--- config.mk ---
export PLATFORM = sky130hd
export DESIGN_NAME = fifo
export DESIGN_NICKNAME = d
export VERILOG_FILES = /design/src/rtl/fifo.sv
export SDC_FILE = /design/constraint.sdc
export NUM_CORES = 1
export LEC_CHECK = 0
export CAP_MARGIN = 20
export CORE_MARGIN = 1
export CORE_UTILIZATION = 54
export DETAILED_ROUTE_END_ITERATION = 8
export PLACE_DENSITY = 0.8
export SYNTH_ARGS = -nofsm -noshare
export SYNTH_HDL_FRONTEND = slang
export SYNTH_SLANG_ARGS = --single-unit
--- constraint.sdc ---
create_clock -name clk -period 2.5 [get_ports clk]
set_input_delay 0.625 -clock clk [delete_from_list [all_inputs] [get_ports clk]]
set_output_delay 0.625 -clock clk [all_outputs]
set_load 0.02 [all_outputs]
--- src/rtl/fifo.sv ---
// fifo -- synchronous first-word-fall-through FIFO.
//
// Buffers WIDTH-bit words between a host interface and a serial shifter,
// for example the TX and RX paths of an SPI master. The oldest word is always
// visible on dataOut, and read only discards it. All state is in one clock
// domain.
//
// Parameters:
//   WIDTH       word width in bits (>= 1)
//   LOG2_DEPTH  log2 of the number of storage words (>= 1)
//
// Ports:
//   clk          system clock, rising edge
//   rst          synchronous active-low reset
//   write        push strobe, level-sampled on every edge
//   read         pop strobe, level-sampled on every edge
//   dataIn       word to push
//   dataOut      head (oldest) word, driven from storage only
//   dataPresent  count != 0
//   halfFull     count >= DEPTH/2
//   full         count == DEPTH
//
// Handshake: write acts as "valid" and the inverse of full acts as "ready".
// A push takes effect on an edge where write=1 and either the FIFO is not
// full or a pop happens on the same edge. A pop takes effect on an edge where
// read=1 and dataPresent=1. Strobes that do not qualify are dropped silently.
// No status output has a combinational path from write, read or dataIn.
module fifo #(
  parameter int WIDTH      = 8,
  parameter int LOG2_DEPTH = 4
) (
  input  logic             clk,
  input  logic             rst,
  input  logic             write,
  input  logic             read,
  input  logic [WIDTH-1:0] dataIn,
  output logic [WIDTH-1:0] dataOut,
  output logic             dataPresent,
  output logic             halfFull,
  output logic             full
);

  localparam int DEPTH = 1 << LOG2_DEPTH;
  localparam logic [LOG2_DEPTH:0] FULL_COUNT = (LOG2_DEPTH + 1)'(DEPTH);
  localparam logic [LOG2_DEPTH:0] HALF_COUNT = (LOG2_DEPTH + 1)'(DEPTH / 2);

  logic [WIDTH-1:0]      storage [DEPTH];
  // The power-up values match the reset values.
  logic [LOG2_DEPTH-1:0] wrPtr = '0;
  logic [LOG2_DEPTH-1:0] rdPtr = '0;
  logic [LOG2_DEPTH:0]   count = '0;

  logic isEmpty;
  logic isFull;
  logic pushOk;
  logic popOk;

  assign isEmpty = (count == '0);
  assign isFull  = (count == FULL_COUNT);

  // When the FIFO is full, a simultaneous pop frees the slot that the push
  // then fills. When it is empty, the pop has nothing to remove, so only the
  // push counts.
  assign pushOk = write && (!isFull || read);
  assign popOk  = read && !isEmpty;

  always_ff @(posedge clk) begin
    if (!rst) begin
      wrPtr <= '0;
      rdPtr <= '0;
      count <= '0;
    end else begin
      if (pushOk) wrPtr <= wrPtr + 1'b1;
      if (popOk)  rdPtr <= rdPtr + 1'b1;
      case ({pushOk, popOk})
        2'b10:   count <= count + 1'b1;
        2'b01:   count <= count - 1'b1;
        default: count <= count;
      endcase
    end
  end

  // Storage is not cleared on reset. A push on a reset edge is suppressed,
  // and the pointers are zeroed on that edge anyway.
  always_ff @(posedge clk) begin
    if (rst && pushOk) storage[wrPtr] <= dataIn;
  end

  assign dataOut     = storage[rdPtr];
  assign dataPresent = !isEmpty;
  assign halfFull    = (count >= HALF_COUNT);
  assign full        = isFull;

endmodule

Word level (Yosys, flattened, before mapping)
Memories as Yosys holds them, arrays and structs flattened. A register that Yosys moved wholly into a read port is not among the register bits.
Cells that the tools add are included.
Word-level totals
  word-level logic and storage cells: 25
  bits in registers: 13
  memory bits (writable): 128
  input bits: 12
  output and inout bits: 11
  memories: 1
Operators by class
  reductions and logical operators: 8
  muxes and demuxes: 5
  equality and inequality tests: 3
  magnitude comparators: 1
  add/sub/neg operators: 4
Memories
  storage: words 16, width 8, read ports 1, clocked after Yosys merged registers in 1, wr ports 1, line 47  | logic [WIDTH-1:0] storage [DEPTH];
Operators by type and width (number)
  $pmux 5 s2: 1
  $add 4x1->4 const B: 2
  $mux 4: 2
  $add 5x1->5 const B: 1
  $eq 5x5->1 const B: 1
  $ge 5x4->1 const B: 1
  $logic_not 5->1: 1
  $sub 5x1->5 const B: 1
  $logic_and 1x1->1: 3
  $eq 2x1->1 const B: 1
  $eq 2x2->1 const B: 1
  $logic_not 1->1: 2
  $mux 1: 2
  $reduce_bool 2->1: 1
  $logic_or 1x1->1: 1

Depth between registers and ports, before layout
Gate-level depths: netlist of the first run.
  word-level depth: 7
  mapped depth: 10

Worst setup path before layout of the first run
No wires, ideal clock.
  kind: reg2reg
  start point: register count[0]
  end point: register count[3]
  library setup time: 0.062 ns
  slack: -0.061 ns
  arrival: 2.499 ns
  stages on the path, launching flop included: 11
  path buffers: 1
  period minus slack after synthesis: 2.561 ns
  data required time: 2.438 ns
  cell sequence: dfxtp_1 > or4_1 > buf_6 > o21ai_2 > inv_1 > ha_1 > ha_1 > a21o_1 > a21oi_1 > or4b_1 > nand3_1
On the way
  elaborated cells between the ends (all ways): 13
  those cells by class: 2 x add/sub; 3 x eq/ne; 1 x mux; 7 x reduce/logical
RTL lines
  from (decl): line 51  | logic [LOG2_DEPTH:0] count = '0;
  from (signal assigned): line 76  | 2'b10: count <= count + 1'b1;
  from (signal assigned): line 77  | 2'b01: count <= count - 1'b1;
  from (signal assigned): line 78  | default: count <= count;
  $logic_not 5->1 (*): line 58  | assign isEmpty = (count == '0);
  $logic_not 1->1 (*): line 65  | assign popOk = read && !isEmpty;
  $logic_and 1x1->1 (*): line 65
  via popOk: line 56  | logic popOk;
  $eq 2x1->1 or $eq 2x2->1 (tied branches): line 75  | case ({pushOk, popOk})
  $pmux 5 s2 or $reduce_bool 2->1 (tied branches)
The timed path passes the listed nets; every way through them passes the cells marked *.
A chain may end at the register's enable or synchronous reset.

==> run_results.csv, run 1 <==
group,metric,value,unit
pwr,peakVddDrop,0.752,mV
floorplanning,core_area,10400,sq um
sta,hold_viol,0,
pwr,p_clk_share,33.8,%
cells_and_area,n_antenna_cell,0,
cells_and_area,fill_cells,629,
global_route,antenna_found_initial,0,
pwr,p_comb_share,28.5,%
sta,setup_ws,-0.267,ns
clock_network,cts.reportedPaths.clkPinSlew,0.06,ns
global_route,grt_max_degree,33,
floorplanning,num_rows,37,
clock_network,cts.path.max_buffers,2,
pwr,internal-power,5450,uW
setup_path,crit_path_end_kind,"output port",
sta,hold_slack,0.515,ns
global_route,grt_pass1_wl,18.7,mm
yosys,synth_area_leader_cell,"edfxtp_1",
cells_and_area,synthToLayoutAreaGrowth,26.2,%
pwr,power.total,7470,uW
detailed_routing,first_iter_violations,251,
outcome,violations,"setup timing",
setup_path,crit_arrival,2.14,ns
yosys,synth.avg_cell_area,18.5,sq um
pwr,power.switching,2020,uW
yosys,ys_top_cells_by_area,"edfxtp_1 (66%), mux4_2 (12%), dfxtp_1 (5.9%)",
yosys,yosys.area.top_type_share,66.3,%
sta,period_needed,2.77,ns
setup_path,crit_required,1.88,ns
detailed_routing,remaining_drc_errors,0,
clock_network,cts_buffers,17,
sta,fmax,0.361,GHz
pwr,power_frac_seq,37.7,%
place,gp_congestion,0.772,
sta,rsz0062_at_grt,"yes",
floorplanning,io_pins,23,
yosys,ys_ff_latch,145,
sta,slew_headroom,32.4,%
yosys,synth_cell_types,39,
sta,min_period_over_period,111,%
place,port_buffers,22,
outcome,outcome,"finished with violations",
detailed_routing,dr.pass1.iters,5,
yosys,syn-num-nets,335,
run,drv_cap,0,
floorplanning,dieHeight,106,um
setup_path,critPathMaxFanout,5,
yosys,ys_seq_area_share,72.2,%
pwr,power.density,1020,nW/um^2
detailed_routing,avgRoutedWirePerCell,23.1,um
yosys,synth_warnings,0,
sta,tightest_slew,1.01,ns
global_route,grt.overflow.total,0,
detailed_routing,antenna_left,0,
floorplanning,start_util,55.9,%
pwr,cellLeakagePower,0.00245,uW
setup_path,ff2ff_setup_slack,-0.08,ns
sta,finClkSkew,0.0105,ns
clock_network,clkSinkCount,145,
yosys,synthCells,313,
cells_and_area,postLayoutCoreUtil,70.5,%
cells_and_area,final_layout_size_suffix_gt1_share,37.8,%
floorplanning,design.die.area,11100,sq um
sta,finalSetupViolations,11,
clock_network,root_buffer,"clkbuf_8",
setup_path,critPathLaunchType,"flip-flop",
detailed_routing,vias_per_cell,6.04,
clock_network,cts_tree,"built",
place,dp_hpwl,7.07,mm
clock_network,h-tree-depth,4,
detailed_routing,totalWireLength,12.3,mm
global_route,grt_pass1_vias,3315,
cells_and_area,nNetsFinal,403,
clock_network,clk_latency,0.51,ns
detailed_routing,num_vias,3203,
sta,slew_viol_final,0,
setup_path,path_class,"reg2out",
clock_network,postCtsHoldBufs,0,
hold_path,hold_path.class,"reg2reg",
floorplanning,fp.dieW,106,um
yosys,syn-cell-area,5790,sq um
pwr,p_sw_share,27.0,%
global_route,grt_usage,23.9,%
==> state kept, by name, summed over array words and instances (netlist names), named ones only <==
| register | cells |
|---|---|
| wrPtr | 4 |
| rdPtr | 4 |
| storage | 128 |
| count | 5 |
==> synthesized netlist by cell type (all sizes together) <==
cell type    n
nand4b       1
o311ai       3
nor3         1
fa           1
nor2        19
dfxtp       17
o21a         2
nand3        5
and2         9
or2          1
o21ai        3
edfxtp     128
buf          8
nand2       21
a21o         1
mux2         1
o31ai        1
mux2i        3
ha           9
or4b         1
or4          1
inv          5
and4b        1
a22oi       16
a21oi        3
nand2b       1
nor2b        5
or3          1
xnor2        6
mux4        32
clkbuf       6
o211ai       1
==> per-layer routing <==
layer  vias to the layer above  share of wire [%]  global-route usage (%)
met4                         0                2.3                    11.3
met3                        21                5.6                    5.26
met1                      1659                 39                    30.5
met5                         -                  0                       0
li1                       1383                  -                       -
met2                       140                 53                    39.1
==> power groups by stage <==
stage	clock network [uW]	registers, uW	logic (uW)
3_3_place_gp	0	2830	1590
5_1_grt	2650	2820	2270
4_1_cts	2540	2800	1970
3_5_place_dp	0	2840	1620
6_report	2530	2810	2130
2_1_floorplan	0	2820	1090
==> placed cells by master (no fill, tap or decap), drive strengths merged, types with 2 or more instances in the layout <==
cell type      synthesis  routed
mux2i                  3       3
xnor2                  6       6
clkbuf                 6      18
inv                    5      11
bufinv                 0       3
clkinvlp               0       2
edfxtp               128     128
nor2                  19      19
and2                   9       9
a21oi                  3       3
a22oi                 16      16
dfxtp                 17      17
nor2b                  5       5
mux4                  32      32
clkinv                 0       3
o21a                   2       2
clkdlybuf4s50          0      12
o21ai                  3       3
ha                     9       9
nand3                  5       5
nand2                 21      21
o311ai                 3       3
buf                    8      51
==> path summary, 6_finish.rpt <==
kind              from    endpoint  depth (start not counted)
min           wrPtr[1]    wrPtr[1]                          2
max reg2reg   count[0]    count[3]                         10
min reg2reg   wrPtr[1]    wrPtr[1]                          2
max          flip-flop  dataOut[6]                          6
==> metrics by stage <==
step                setup TNS [ns]  cell area (sq um)  std cells  setup slack [ns]
floorplan                        0               5800        313            0.0322
global placement             -9.00               6390        487            -0.168
detailed placement          -12.53               6390        487            -0.216
CTS                          -2.13               7220        526            -0.319
global route                 -2.78               7310        530            -0.355
finish                       -1.85               7310        530            -0.267
==> worst max-delay path, cell delays in order, from the launching register on <==
cell,delay (ns)
dfxtp_4,0.42
buf_12,0.14
buf_16,0.12
mux4_2,0.51
a22oi_2,0.21
nand2_1,0.09
buf_6,0.14
==> cells by family (layout without fill, tap and decap cells) <==
group	Yosys count	count (layout)	synth area share [%]
multiplexers	36	36	13.2
flip-flops	145	145	72.2
AO/OA/AOI/OAI	30	30	4.43
XOR/XNOR	6	6	0.907
AND/OR/NAND/NOR	67	67	5.57
adder cells (fa/ha/maj)	10	10	2.29
buffers and inverters	19	100	1.43
==> layout make-up <==
cell class              count  area (sq um)  share of cell area, %
well taps                 136           170                   2.33
repair buffers             63           638                   8.73
flip-flops and latches    145          4190                   57.3
multi-input cells         149          1700                   23.2
clock inverters            14           176                   2.41
inverters                   5          18.8                  0.257
clock buffers              18           418                   5.72
==> repair_timing <==
| action | in CTS | in global routing |
|---|---|---|
| pin swaps | 12 | 20 |
| gates cloned | 3 | 0 |
| setup endpoints to repair | 13 | 12 |
| buffers inserted | 4 | 6 |
| resized for setup | 71 | 21 |
Note: power is estimated with default switching activity, not from simulation.
==> inputs of run 2 (changes only) <==
Settings changed: ABC_AREA set to 1, CAP_MARGIN 20 to 30, CORE_UTILIZATION 54 to 55, CTS_CLUSTER_SIZE set to 30, PLACE_DENSITY 0.8 to 0.81.
==> run 2 against run 1 <==
Effect of this change:
- area after synthesis up 14%
- the run ends with DRC left
- critical endpoint is now dataOut[2]
- synthesized cell count is 120% higher
- global-route usage shrank 0.22 points
- design area increased by 6.6%
- count of clock-buffer cells in the layout up 2
- sequential cell count did not move
==> run_results.csv, run 2 <==
group,metric,value,unit
yosys,synth.avg_cell_area,9.76,sq um
sta,slew_viol_final,0,
place,port_buffers,22,
detailed_routing,dr.pass1.iters,7,
setup_path,crit_required,1.88,ns
place,dp_hpwl,8.72,mm
global_route,grt.overflow.total,0,
global_route,grt_pass1_wl,22.5,mm
setup_path,r2r-end,"count[4]",
detailed_routing,first_iter_violations,585,
yosys,async_flop_share,0,%
detailed_routing,vias_per_cell,5.30,
yosys,ys_ff_latch,145,
detailed_routing,avgRoutedWirePerCell,15.9,um
setup_path,rr_worst_depth,11,
yosys,ys_seq_area_share,63.1,%
yosys,synth-edff-count,128,
sta,tightest_slew,0.623,ns
floorplanning,io_pins,23,
floorplanning,core_area,11600,sq um
yosys,synthCells,679,
floorplanning,start_util,57.3,%
run,drv_cap,0,
hold_path,min_from,"rdPtr[2]",
cells_and_area,n_antenna_cell,0,
global_route,antenna_found_initial,0,
clock_network,h-tree-depth,4,
global_route,grt_max_degree,33,
sta,slew_headroom,58.4,%
clock_network,clk_latency,0.41,ns
yosys,synthMostInstantiatedCell,"nand2_1",
pwr,power.density,947,nW/um^2
floorplanning,dieHeight,112,um
sta,hold_viol,0,
setup_path,ff2ff_setup_slack,0.32,ns
sta,min_period_over_period,96.9,%
detailed_routing,remaining_drc_errors,2,
setup_path,path_class,"reg2out",
yosys,ys_top_cells_by_area,"edfxtp_1 (58%), nand2_1 (12%), nand3_1 (8.1%)",
setup_path,crit_path_end_kind,"output port",
clock_network,root_buffer,"clkbuf_16",
cells_and_area,final_cell_mix,"nand2_1 (206), edfxtp_1 (128), inv_1 (115)",
cells_and_area,final_common_cell,"nand2_1",
yosys,synth_flop_cell,"edfxtp_1",
detailed_routing,num_vias,4714,
cells_and_area,multiInputGateArea,1800,sq um
floorplanning,fp.dieW,112,um
setup_path,crit_arrival,1.80,ns
clock_network,clkSinkCount,145,
yosys,synth_area_leader_cell,"edfxtp_1",
yosys,synth_warnings,0,
yosys,syn-num-nets,701,
place,pre_cts_ws,-0.202,ns
yosys,synth_cell_types,23,
clock_network,cts.reportedPaths.clkPinSlew,0.05,ns
yosys,syn-cell-area,6630,sq um
yosys,yosys.area.top_type_share,58.0,%
hold_path,hold_path.class,"reg2reg",
hold_path,min_path_cells,2,
sta,rsz0062_at_grt,"no",
sta,period_needed,2.42,ns
cells_and_area,top_regs,"storage x128, count x5",
setup_path,reg2reg_from,"count[0]",
place,gp_congestion,0.786,
outcome,outcome,"finished with violations",
sta,finalSetupViolations,0,
detailed_routing,totalWireLength,14.1,mm
pwr,peakVddDrop,0.733,mV
yosys,synth_commonest_cells,"nand2_1 (206), edfxtp_1 (128), inv_1 (116), nand3_1 (107), nor2_1 (28)",
outcome,violations,"DRC",
floorplanning,num_rows,39,
floorplanning,design.die.area,12500,sq um
clock_network,cts.path.max_buffers,2,
cells_and_area,nNetsFinal,755,
cells_and_area,largest_reg_flops,128,
clock_network,cts_tree,"built",
setup_path,critPathMaxFanout,19,
sta,fmax,0.413,GHz
pwr,cellLeakagePower,0.00341,uW
global_route,grt_usage,23.6,%
cells_and_area,regMostFlops,"storage",
sta,fin_setup_tns,0,ns
sta,setup_ws,0.0784,ns
cells_and_area,synthToLayoutAreaGrowth,17.5,%
clock_network,cts_buffers,17,
setup_path,critPathLaunchType,"flip-flop",
cells_and_area,final_layout_size_suffix_gt1_share,13.4,%
cells_and_area,fill_cells,819,
detailed_routing,antenna_left,0,
cells_and_area,regArea,4190,sq um
sta,finClkSkew,0.00353,ns
global_route,grt_pass1_vias,4734,
-- run 2: where the power goes --
group	leakage [uW]	internal [uW]	total (uW)	switching, uW
Clock	0.000272	1450	2380	929
Combinational	0.00184	840	2140	1300
Sequential	0.00129	2730	2860	123
Total	0.00341	5030	7380	2350
-- run 2: cell families (layout without fill, tap and decap cells) --
logic type | after synthesis | count (layout) | share of synthesized area (%)
and+or+nand+nor | 360 | 360 | 23.7
buffers and inverters | 147 | 214 | 9.78
adders and majority gates | 10 | 10 | 2.00
DFF | 145 | 145 | 63.1
xor gates and xnor gates | 2 | 2 | 0.264
AOI/OAI and AO/OA | 15 | 15 | 1.13
-- run 2: worst max path at each step --
stage / startpoint / end / slack [ns]
after floorplan: read / count[4] / 0.34
after global placement: read / count[4] / -0.13
after detailed placement: read / count[4] / -0.20
after CTS: flip-flop / dataOut[7] / 0.01
after global routing: flip-flop / dataOut[7] / 0.04
final: flip-flop / dataOut[2] / 0.08
-- run 2: worst max-delay path: stages, from the launching register on --
cell	delay (ns)
dfxtp_4	0.44
inv_6	0.09
buf_12	0.16
nand2_1	0.07
nand3_1	0.07
nand3_1	0.11
nand3_1	0.10
nand2_1	0.15
buf_2	0.19
-- run 2: through the flow --
step | util (%) | hold WS [ns] | instance area, sq um | instances | total power (uW)
6_report | 67.3 | 0.531 | 7790 | 889 | 7380
2_1_floorplan | - | 0.476 | 6630 | 679 | 4240
4_1_cts | 67.2 | 0.531 | 7780 | 887 | 7330
3_5_place_dp | 62.0 | 0.522 | 7170 | 852 | 4940
3_3_place_gp | 62.0 | 0.500 | 7170 | 852 | 4850
5_1_grt | 67.3 | 0.559 | 7790 | 889 | 7710
-- run 2: final cells by class --
class	count	share of cell area, %
Clock buffer	20	5.61
Clock inverter	12	1.51
Inverter	120	5.90
Multi-Input combinational cell	387	23.1
Sequential cell	145	53.8
Tap cell	143	2.30
Timing Repair Buffer	62	7.84
-- run 2: timing repair --
action                                  CTS  global route
cloned                                    1             2
endpoints found under the setup margin    8             8
buffers inserted                          2             0
resized for setup                        20            12
endpoints found under the hold margin     0             0
hold buffers                              0             0
-- run 2: layer usage --
metal	global-route usage [%]	part of all wire, %	vias to the layer above
met5	0	0	-
met4	9.82	2.3	0
met3	5.33	7.2	36
met2	40.4	51	185
met1	29.0	40	2210
li1	-	-	2283
==> inputs of run 3 (changes only) <==
Settings changed: GPL_TIMING_DRIVEN set to 0.
==> run 3 against run 2 <==
Effect of this change:
- the run still ends with DRC left
- register-to-register slack improved by 0.05 ns
- first-iteration DRC count increased by 14%
- maximum frequency decreased by 2.5%
- count of clock-buffer cells in the layout decreased by 2
==> run_results.csv, run 3 (synthesis gave the netlist of run 2 again) <==
group,metric,value,unit
outcome,outcome,"finished with violations",
clock_network,postCtsHoldBufs,0,
detailed_routing,vias_per_cell,5.51,
setup_path,cpMaxStageDelayCell,"dfxtp_4",
setup_path,critPathBufInv,3,
setup_path,crit_arrival,1.86,ns
clock_network,cts.reportedPaths.clkPinSlew,0.05,ns
cells_and_area,fin_cells,875,
global_route,grt_pass1_wl,25.3,mm
sta,hold_slack,0.511,ns
clock_network,clk_latency,0.42,ns
cells_and_area,nNetsFinal,741,
hold_path,hold_path.class,"reg2reg",
cells_and_area,n_antenna_cell,0,
cells_and_area,final_cell_mix,"nand2_1 (204), edfxtp_1 (128), inv_1 (116)",
setup_path,path_class,"reg2out",
sta,slew_viol_final,0,
global_route,antenna_found_initial,0,
sta,slew_headroom,41.1,%
sta,fin_setup_tns,0,ns
clock_network,root_buffer,"clkbuf_16",
sta,fmax,0.403,GHz
pwr,power.total,8110,uW
floorplanning,design.die.area,12500,sq um
hold_path,min_path_cells,2,
sta,tightest_slew,0.880,ns
clock_network,cts_tree,"built",
sta,rsz0062_at_grt,"yes",
clock_network,clkSinkCount,145,
floorplanning,core_area,11600,sq um
setup_path,max_stage_delay,0.38,ns
global_route,grt_usage,27.6,%
setup_path,cp_top_family,"simple AND/OR/NAND/NOR gates",
global_route,grt.overflow.total,0,
floorplanning,io_pins,23,
place,dp_hpwl,10.3,mm
pwr,power_frac_seq,34.9,%
detailed_routing,avgRoutedWirePerCell,18.4,um
detailed_routing,totalWireLength,16.1,mm
cells_and_area,final_common_cell,"nand2_1",
floorplanning,fp.dieW,112,um
sta,finClkSkew,0.00733,ns
pwr,peakVddDrop,0.861,mV
setup_path,crit_chain,"clkbuf_16 > buf_6 > nand2_1 > nand3_2 > nand3_1 > nand3_1 > nand2_1 > buf_4",
floorplanning,num_rows,39,
floorplanning,dieHeight,112,um
run,drv_cap,0,
detailed_routing,antenna_left,0,
sta,hold_viol,0,
pwr,p_comb_share,28.0,%
pwr,power.density,1040,nW/um^2
setup_path,critPathLaunchType,"flip-flop",
detailed_routing,first_iter_violations,669,
place,dp.cells,843,
setup_path,rr_worst_depth,10,
outcome,violations,"DRC",
global_route,grt_pass1_vias,4779,
clock_network,h-tree-depth,4,
clock_network,cts_buffers,17,
setup_path,crit_required,1.88,ns
pwr,p_sw_share,30.7,%
place,port_buffers,21,
cells_and_area,synthToLayoutAreaGrowth,17.9,%
cells_and_area,top_regs,"storage x128, count x5",
pwr,cellLeakagePower,0.00339,uW
detailed_routing,num_vias,4825,
place,gp_congestion,0.873,
global_route,grt_max_degree,17,
pwr,internal-power,5620,uW
detailed_routing,dr.pass1.iters,8,
sta,period_needed,2.48,ns
cells_and_area,final_layout_size_suffix_gt1_share,12.7,%
sta,finalSetupViolations,0,
detailed_routing,remaining_drc_errors,2,
pwr,power.switching,2490,uW
setup_path,critPathMaxFanout,10,
floorplanning,start_util,57.3,%
cells_and_area,regMostFlops,"storage",
cells_and_area,largest_reg_flops,128,
pwr,p_clk_share,37.1,%
setup_path,crit_cells,8,
sta,min_period_over_period,99.4,%
clock_network,cts.path.max_buffers,2,
setup_path,crit_path_end_kind,"output port",
[run 3: changes by cell type in the layout (fill, tap and decap cells not counted), sizes merged]
cell	delta
clkinv	-3
bufinv	+6
inv	+1
clkdlybuf4s50	-1
buf	-8
clkinvlp	-2
clkbuf	-7
[run 3: worst register-to-register path: stages, from the launching register on]
cell	delay (ns)
dfxtp_1	0.38
nor2_4	0.19
nand4_4	0.22
nand2_2	0.15
ha_4	0.18
ha_1	0.26
or2_2	0.32
nand3_1	0.09
nand2_1	0.05
o21ai_0	0.14
inv_1	0.05
[run 3: metrics by stage]
stage          utilization, %  cell area, sq um  worst slack, ns
2_1_floorplan               -              6630            0.338
3_3_place_gp             60.7              7020           -0.351
3_5_place_dp             60.7              7020           -0.419
4_1_cts                  67.0              7740           0.0104
5_1_grt                  67.6              7820          -0.0144
6_report                 67.6              7820           0.0161
[run 3: final cells by class]
cell class              count  area (sq um)
inverters                 120           458
clock buffers              18           429
flip-flops and latches    145          4190
clock inverters            14           265
plain buffers              26           263
multi-input cells         387          1840
well taps                 143           179
repair buffers             22           203
fillers                   836          3740
[run 3: final timing paths]
| check | from | slack, ns | to |
|---|---|---|---|
| worst min register to register | rdPtr[2] | 0.51 | rdPtr[2] |
| worst max register to register | count[0] | 0.37 | count[4] |
| worst max-delay path | flip-flop | 0.02 | dataOut[0] |
| worst min-delay path | rdPtr[2] | 0.51 | rdPtr[2] |
[run 3: power groups by stage]
stage          sequential (uW)  clock [uW]  combinational, uW
2_1_floorplan             2850           0               1380
3_3_place_gp              2860           0               2030
3_5_place_dp              2870           0               2090
4_1_cts                   2820        3020               2130
5_1_grt                   2850        3100               2450
6_report                  2830        3010               2270
[run 3: layer usage]
| layer | vias up | global-route usage (%) | wire length [um] |
|---|---|---|---|
| met3 | 44 | 6.10 | 1470 |
| li1 | 2253 | - | - |
| met1 | 2273 | 36.4 | 6350 |
| met5 | - | 0 | 0 |
| met4 | 0 | 13.2 | 536 |
| met2 | 255 | 43.8 | 7710 |
[run 3: repair_timing]
item / CTS / global route
resized for setup: 49 / 22
pin swaps: 0 / 1
buffers inserted: 0 / 0
endpoints found under the setup margin: 8 / 10
gates cloned: 0 / 1
